**config.mk**
```make
export PLATFORM = sky130hd
export DESIGN_NAME = uart_rx_parity
export DESIGN_NICKNAME = d
export VERILOG_FILES = /design/src/rtl/uart_rx_parity.sv
export SDC_FILE = /design/constraint.sdc
export NUM_CORES = 1
export LEC_CHECK = 0
export ABC_AREA = 1
export CAP_MARGIN = 25
export CELL_PAD_IN_SITES_DETAIL_PLACEMENT = 0
export CELL_PAD_IN_SITES_GLOBAL_PLACEMENT = 1
export CORE_UTILIZATION = 25
export DETAILED_ROUTE_END_ITERATION = 10
export GPL_TIMING_DRIVEN = 0
export PLACE_DENSITY = 0.53
export SETUP_SLACK_MARGIN = 0.05
export SKIP_CTS_REPAIR_TIMING = 1
export SYNTH_ARGS = -nofsm -noshare
export SYNTH_HDL_FRONTEND = slang
export SYNTH_SLANG_ARGS = --single-unit
export TNS_END_PERCENT = 1
```
**constraint.sdc**
```tcl
create_clock -name clk -period 4.3 [get_ports clk]
set_clock_uncertainty 0.05 [all_clocks]
set_input_delay 0.645 -clock clk [delete_from_list [all_inputs] [get_ports clk]]
set_output_delay 0.645 -clock clk [all_outputs]
set_load 0.005 [all_outputs]
```
**src/rtl/uart_rx_parity.sv**
```systemverilog
// UART receiver: start bit, DATA_WIDTH data bits LSB-first, even parity bit, stop bit.
// The serial line is synchronized, then sampled once at mid-bit for every bit of the
// frame. RxData/valid_rx update at the mid-parity sample and frame_err updates at the
// mid-stop sample. Both hold their values until the next frame reaches the same point.
module uart_rx_parity #(
  parameter int CLK_FREQ   = 50_000_000,
  parameter int BAUD_RATE  = 115_200,
  parameter int DATA_WIDTH = 8
) (
  input  logic                  clk,
  input  logic                  reset,
  input  logic                  TxD,
  output logic [DATA_WIDTH-1:0] RxData,
  output logic                  valid_rx,
  output logic                  frame_err,
  output logic                  busy
);

  localparam int CPB  = CLK_FREQ / BAUD_RATE;
  localparam int HALF = CPB / 2;
  localparam int CW   = $clog2(CPB + 1);
  localparam int IW   = (DATA_WIDTH > 1) ? $clog2(DATA_WIDTH) : 1;

  typedef enum logic [2:0] {IDLE, START, DATA, PARITY, STOP} state_t;

  state_t                  state_reg, state_next;
  logic                    sync1_reg, sync2_reg;
  logic [CW-1:0]           cnt_reg;
  logic [IW-1:0]           idx_reg;
  logic [DATA_WIDTH-1:0]   shift_reg;

  logic line;
  logic half_hit, bit_hit;
  logic sample_data, sample_parity, sample_stop;

  assign line     = sync2_reg;
  assign half_hit = (cnt_reg == CW'(HALF - 1));
  assign bit_hit  = (cnt_reg == CW'(CPB - 1));

  // Two-flop synchronizer. It resets to the idle level so that reset cannot fake a start edge.
  always_ff @(posedge clk) begin
    if (reset) begin
      sync1_reg <= 1'b1;
      sync2_reg <= 1'b1;
    end else begin
      sync1_reg <= TxD;
      sync2_reg <= sync1_reg;
    end
  end

  // State register
  always_ff @(posedge clk) begin
    if (reset) state_reg <= IDLE;
    else       state_reg <= state_next;
  end

  // Next-state logic. START either confirms the start bit at mid-bit or rejects it as a glitch.
  always_comb begin
    state_next = state_reg;
    case (state_reg)
      IDLE:    if (!line) state_next = START;
      START:   if (half_hit) state_next = line ? IDLE : DATA;
      DATA:    if (bit_hit && (idx_reg == IW'(DATA_WIDTH - 1))) state_next = PARITY;
      PARITY:  if (bit_hit) state_next = STOP;
      STOP:    if (bit_hit) state_next = IDLE;
      default: state_next = IDLE;
    endcase
  end

  // Output decode: busy flag and the mid-bit sample strobes for each phase
  always_comb begin
    busy          = (state_reg != IDLE);
    sample_data   = (state_reg == DATA)   && bit_hit;
    sample_parity = (state_reg == PARITY) && bit_hit;
    sample_stop   = (state_reg == STOP)   && bit_hit;
  end

  // Bit-period counter. It restarts on every state change and after every full bit period.
  always_ff @(posedge clk) begin
    if (reset)
      cnt_reg <= '0;
    else if (state_reg == IDLE || state_next != state_reg || bit_hit)
      cnt_reg <= '0;
    else
      cnt_reg <= cnt_reg + CW'(1);
  end

  // Data bit index. It is cleared while the start bit is qualified.
  always_ff @(posedge clk) begin
    if (reset)
      idx_reg <= '0;
    else if (state_reg == START)
      idx_reg <= '0;
    else if (sample_data)
      idx_reg <= idx_reg + IW'(1);
  end

  // Each mid-bit sample is placed at its LSB-first bit position.
  always_ff @(posedge clk) begin
    if (reset)
      shift_reg <= '0;
    else if (sample_data)
      shift_reg[idx_reg] <= line;
  end

  // Result registers: word and parity verdict at mid-parity, framing verdict at mid-stop
  always_ff @(posedge clk) begin
    if (reset) begin
      RxData    <= '0;
      valid_rx  <= 1'b0;
      frame_err <= 1'b0;
    end else begin
      if (sample_parity) begin
        RxData   <= shift_reg;
        valid_rx <= ~(^shift_reg ^ line);
      end
      if (sample_stop)
        frame_err <= ~line;
    end
  end

endmodule

```
After elaboration in Yosys (flattened, before gate mapping)
Index checks and enable logic that the tools add are counted.

storage, ports and cells
  register bits = 35

cells by class
  add/sub/neg operators = 2
  $lt $le $gt $ge = 2
  equal/unequal tests = 8
  multiplexer cells = 10
  bitwise logic cells = 3
  reduce and logical (&&, ||, !) cells = 12

operators with widths
  cell                 count
  $mux 3               5
  $pmux 3 s5           1
  $add 9x1->9 const B  1
  $eq 9x8->1 const B   1
  $eq 9x9->1 const B   1
  $bwmux 8             1
  $reduce_xor 8->1     1
  $eq 3x2->1 const B   2
  $eq 3x3->1 const B   2
  $logic_and 1x1->1    5
  $lt 3x4->1 const B   1
  $reduce_or 2->1      2
  $add 3x1->3 const B  1
  $demux 1 s3          1
  $eq 3x1->1 const B   1
  $ge 3x1->1 const B   1
  $logic_not 3->1      1
  $ne 3x3->1           1
  $reduce_bool 3->1    1
  $logic_or 1x1->1     2
  $mux 2               1
  $not 1->1            2
  $mux 1               1
  $xor 1x1->1          1

Depth between registers and ports, before layout
  depth in word-level cells = 8
  depth in mapped cells = 11
  mapped depth without buffers = 11

Least setup slack after synthesis
No wires, ideal clock.

  kind = register to register
  start point = register cnt_reg[0]
  end point = register cnt_reg[0]
  data arrival time = 1.251 ns
  required time = 4.133 ns
  setup slack = 2.882 ns
  cell stages (with the launch flop) = 11
  clock period less this slack = 1.418 ns
  cell sequence = dfxtp_1 -> ha_1 -> nand2_1 -> nor2_2 -> nand3_2 -> nand2_2 -> nand2_1 -> clkinv_1 -> o21ai_2 -> nand2_4 -> nor2_2

on the way
  word-level cells in the longest chain between the ends = 8

RTL lines
  what                              line  text
  start: declaration                28    logic [CW-1:0] cnt_reg;
  start signal: assignment          85    cnt_reg <= cnt_reg + CW'(1);
  $eq 9x9->1                        38    assign bit_hit = (cnt_reg == CW'(CPB - 1));
  $logic_and 1x1->1                 63    DATA: if (bit_hit && (idx_reg == IW'(DATA_WIDTH - 1))) state_next = PARITY;
  $mux 3                            63
  $pmux 3 s5                        60    case (state_reg)
  $ne 3x3->1                        82    else if (state_reg == IDLE || state_next != state_reg || bit_hit)
  $logic_or 1x1->1 (2 in series)    82
  $reduce_or 2->1 (no source line)  n/a

Parallel ways exist; a longest one is shown, timed or not.
A chain may end at the register's enable or synchronous reset.

Worst setup path in the final report
  start point = register state_reg[0]
  end point = output port busy

on the way
  word-level cells in the longest chain between the ends = 1

RTL lines
  what                      line  text
  start: declaration        26    state_t state_reg, state_next;
  start signal: assignment  54    else state_reg <= state_next;
  $reduce_bool 3->1         72    busy = (state_reg != IDLE);
  end: declaration          16    output logic busy

No other way between the ends.

==> metrics.md <==
| Metric | Value |
|---|---|
| Status | `completed` |
| Cell area after synthesis | `1780 sq um` |
| Share of layout cells above drive strength 1 | `17.3%` |
| First DRT Iteration DRCs | `35` |
| Core area | `6830 sq um` |
| Count of cell types in the netlist | `31` |
| Clk root buf | `clkbuf_8` |
| Top Metal Used | `met4` |
| Hold slack | `0.363 ns` |
| Worst-path fanout max | `4` |
| Vias | `1457` |
| Tmin final | `2.19 ns` |
| Fin nets | `273` |
| Setup crit start kind | `flop` |
| Die W | `86.3 um` |
| IO Pins | `14` |
| Row cnt | `30` |
| Total iterations of the first detailed-routing run | `4` |
| Inserted Clock Buffers | `5` |
| Int Power | `0.447 mW` |
| Ys Warns | `0` |
| Met2 routed WL | `1640 um` |
| CP Data Arrival Time | `1.50 ns` |
| Peak supply drop | `0.132 mV` |
| Register share of total power | `56.0%` |
| Clock sinks | `35` |
| Number of global-route vias before repair | `1385` |
| Met3 wire len | `107 um` |
| Combinational share of power | `3.7%` |
| Maxcap violations | `0` |
| Register Area | `701 sq um` |
| Final period utilization | `50.9%` |
| Area Growth Syn to Fin | `18.9%` |
| Routed len/inst | `9.98 um` |
| Die Span Y | `86.3 um` |
| DP Wirelength | `2760 um` |
| Least-Margin Pin Slew | `0.434 ns` |
| Min-Delay Path Class | `flop to flop` |
| Setup TNS | `0 ns` |
| Pwr/cell area | `276 nW/um^2` |
| Max FFs per register | `9` |
| CTS tree | `yes` |
| Clock buffer depth | `2` |
| Static Leak | `0.875 nW` |
| WP buf/inv | `3` |
| Sequential fraction of the synthesis area | `39.5%` |
| Global-route wire length before repair | `6290 um` |
| Starting density of the core | `26.0%` |
| Clock share of power | `40.3%` |
| Post-route ant nets | `0` |
| Largest net degree at the start of global routing | `12` |
| Achievable frequency | `0.457 GHz` |
| Antenna violations before repair | `0` |
| Number of diodes | `0` |
| Worst EP required | `3.61 ns` |
| Port Buffers | `13` |
| Final Hold Fails | `0` |
| Via density | `4.02` |
| Mapped Nets | `253` |
| Final Max Slew Viols | `0` |
| Sw Ratio | `23.4%` |
| Fillers | `765` |
| H-tree depth | `2` |
| Crit end category | `output port` |
| GR Overflow Total | `0` |
| Final WL | `3610 um` |
| Wire length on met1 | `1810 um` |
| Mapped Cells | `245` |
| Avg Cell Area, Syn | `7.25 sq um` |
| Setup CP Type | `flop to output port` |
| Slowest stage delay, CP | `0.44 ns` |
| Clk slew on worst S/H paths | `0.07 ns` |
| Area occupied by multi-input gates | `906 sq um` |
| Final setup viols | `0` |
| Synthesis-stage register bit count | `35` |
| Sw Pwr | `0.137 mW` |
| CP top delay family | `buffers and inverters` |
| Residual DRC count | `0` |
| RSZ-0062 raised after global routing | `false` |
| Slew HR | `71.1%` |
| Clk_lat worst skew | `0.29 ns` |
| CP max-delay cell | `clkdlybuf4s50_1` |
| Die area | `7440 sq um` |
| Placer Congestion | `0.715` |
| CP Cell Sequence | `inv_2 > nand2_1 > nor2_1 > inv_1 > clkdlybuf4s50_1` |
| GRT Resource Usage Total | `10.9%` |
worst paths after layout:
path,cells after the start,slack (ns),to,start
setup / recovery,5,2.11,busy,state_reg[0]$_SDFF_PP0_
hold / removal,1,0.36,line$_SDFF_PP1_,sync1_reg$_SDFF_PP1_
setup reg to reg,8,2.67,shift_reg[2]$_SDFFE_PP0P_,cnt_reg[0]$_SDFF_PP0_
hold reg to reg,1,0.36,line$_SDFF_PP1_,sync1_reg$_SDFF_PP1_
power by group through the flow:
| stage | Clock (mW) | Sequential, mW | Combinational [mW] |
|---|---|---|---|
| after global placement | 0 | 0.334 | 0.0224 |
| after floorplan | 0 | 0.334 | 0.0149 |
| after global routing | 0.262 | 0.327 | 0.0252 |
| after CTS | 0.249 | 0.327 | 0.0223 |
| after detailed placement | 0 | 0.334 | 0.0222 |
| final | 0.235 | 0.327 | 0.0218 |
layout by cell type (no fill, tap or decap):
cell             synthesis  layout
nor2_2                  12      12
clkdlybuf4s50_1          0      13
buf_2                    2       2
xnor2_1                  3       3
or2_2                    2       2
nand2_1                 54      54
clkinv_2                 0       1
a211oi_1                 2       2
a21oi_1                 11      11
nand3_1                 14      14
clkbuf_8                 0       5
ha_1                     5       5
nor2_1                  28      28
nand2_2                  4       4
buf_1                    1       1
clkinvlp_4               0       1
inv_1                   29      29
nand3_2                  3       3
nor3_2                   2       2
nor3_1                   3       3
xor2_1                   7       7
a31oi_1                  1       1
o21ai_1                  7       7
inv_2                    6       6
clkinv_1                 1       1
nor2_4                   2       2
o21bai_1                 1       1
nand4_1                  1       1
buf_6                    1       1
nand2_4                  1       1
o21ai_2                  2       2
a21oi_2                  1       1
clkinv_4                 1       1
o21ai_0                  3       3
clkbuf_1                 0       1
dfxtp_1                 35      35
metrics by stage:
stage	instance area (sq um)	total power [mW]	utilization [%]	std cells	setup slack [ns]
after floorplan	1780	0.349	-	245	2.88
after global placement	2030	0.357	29.7	354	2.10
after detailed placement	2030	0.356	29.7	354	2.11
after CTS	2110	0.598	30.9	362	2.09
after global routing	2110	0.614	30.9	362	2.00
final	2110	0.583	30.9	362	2.11
synth_stat cells:
master / instances / area share, %
a211oi_1: 2 / 0.85
a21oi_1: 11 / 3.1
a21oi_2: 1 / 0.49
a31oi_1: 1 / 0.35
buf_1: 1 / 0.21
buf_2: 2 / 0.56
buf_6: 1 / 0.63
clkinv_1: 1 / 0.21
clkinv_4: 1 / 0.49
dfxtp_1: 35 / 39
ha_1: 5 / 3.5
inv_1: 29 / 6.1
inv_2: 6 / 1.3
nand2_1: 54 / 11
nand2_2: 4 / 1.4
nand2_4: 1 / 0.63
nand3_1: 14 / 3.9
nand3_2: 3 / 1.7
nand4_1: 1 / 0.35
nor2_1: 28 / 5.9
nor2_2: 12 / 4.2
nor2_4: 2 / 1.3
nor3_1: 3 / 0.85
nor3_2: 2 / 1.1
o21ai_0: 3 / 0.85
o21ai_1: 7 / 2.0
o21ai_2: 2 / 0.99
o21bai_1: 1 / 0.42
or2_2: 2 / 0.70
xnor2_1: 3 / 1.5
xor2_1: 7 / 3.5
layer usage:
layer  vias up  global-route usage, %
li1        797                      -
met1       639                   13.6
met2        15                   18.2
met3         6                   2.95
met4         0                   3.64
met5         -                      0
layout make-up:
class / instances / share of cell area [%]
plain buffers: 4 / 1.19
clock buffers: 6 / 3.44
clock inverters: 2 / 0.593
inverters: 37 / 6.82
multi-input cells: 169 / 42.9
flip-flops and latches: 35 / 33.2
well taps: 96 / 5.69
repair buffers: 13 / 6.16
cells by family (layout without fill, tap and decap cells):
| kind of cell | Yosys count | count (layout) | share of synthesized area [%] |
|---|---|---|---|
| adder cells (fa/ha/maj) | 5 | 5 | 3.52 |
| flip-flops | 35 | 35 | 39.5 |
| buffers and inverters | 41 | 62 | 9.51 |
| XOR/XNOR | 10 | 10 | 4.93 |
| AO/OA/AOI/OAI | 28 | 28 | 9.02 |
| AND/OR/NAND/NOR | 126 | 126 | 33.5 |
No activity file was read; power rests on OpenSTA's default activity.
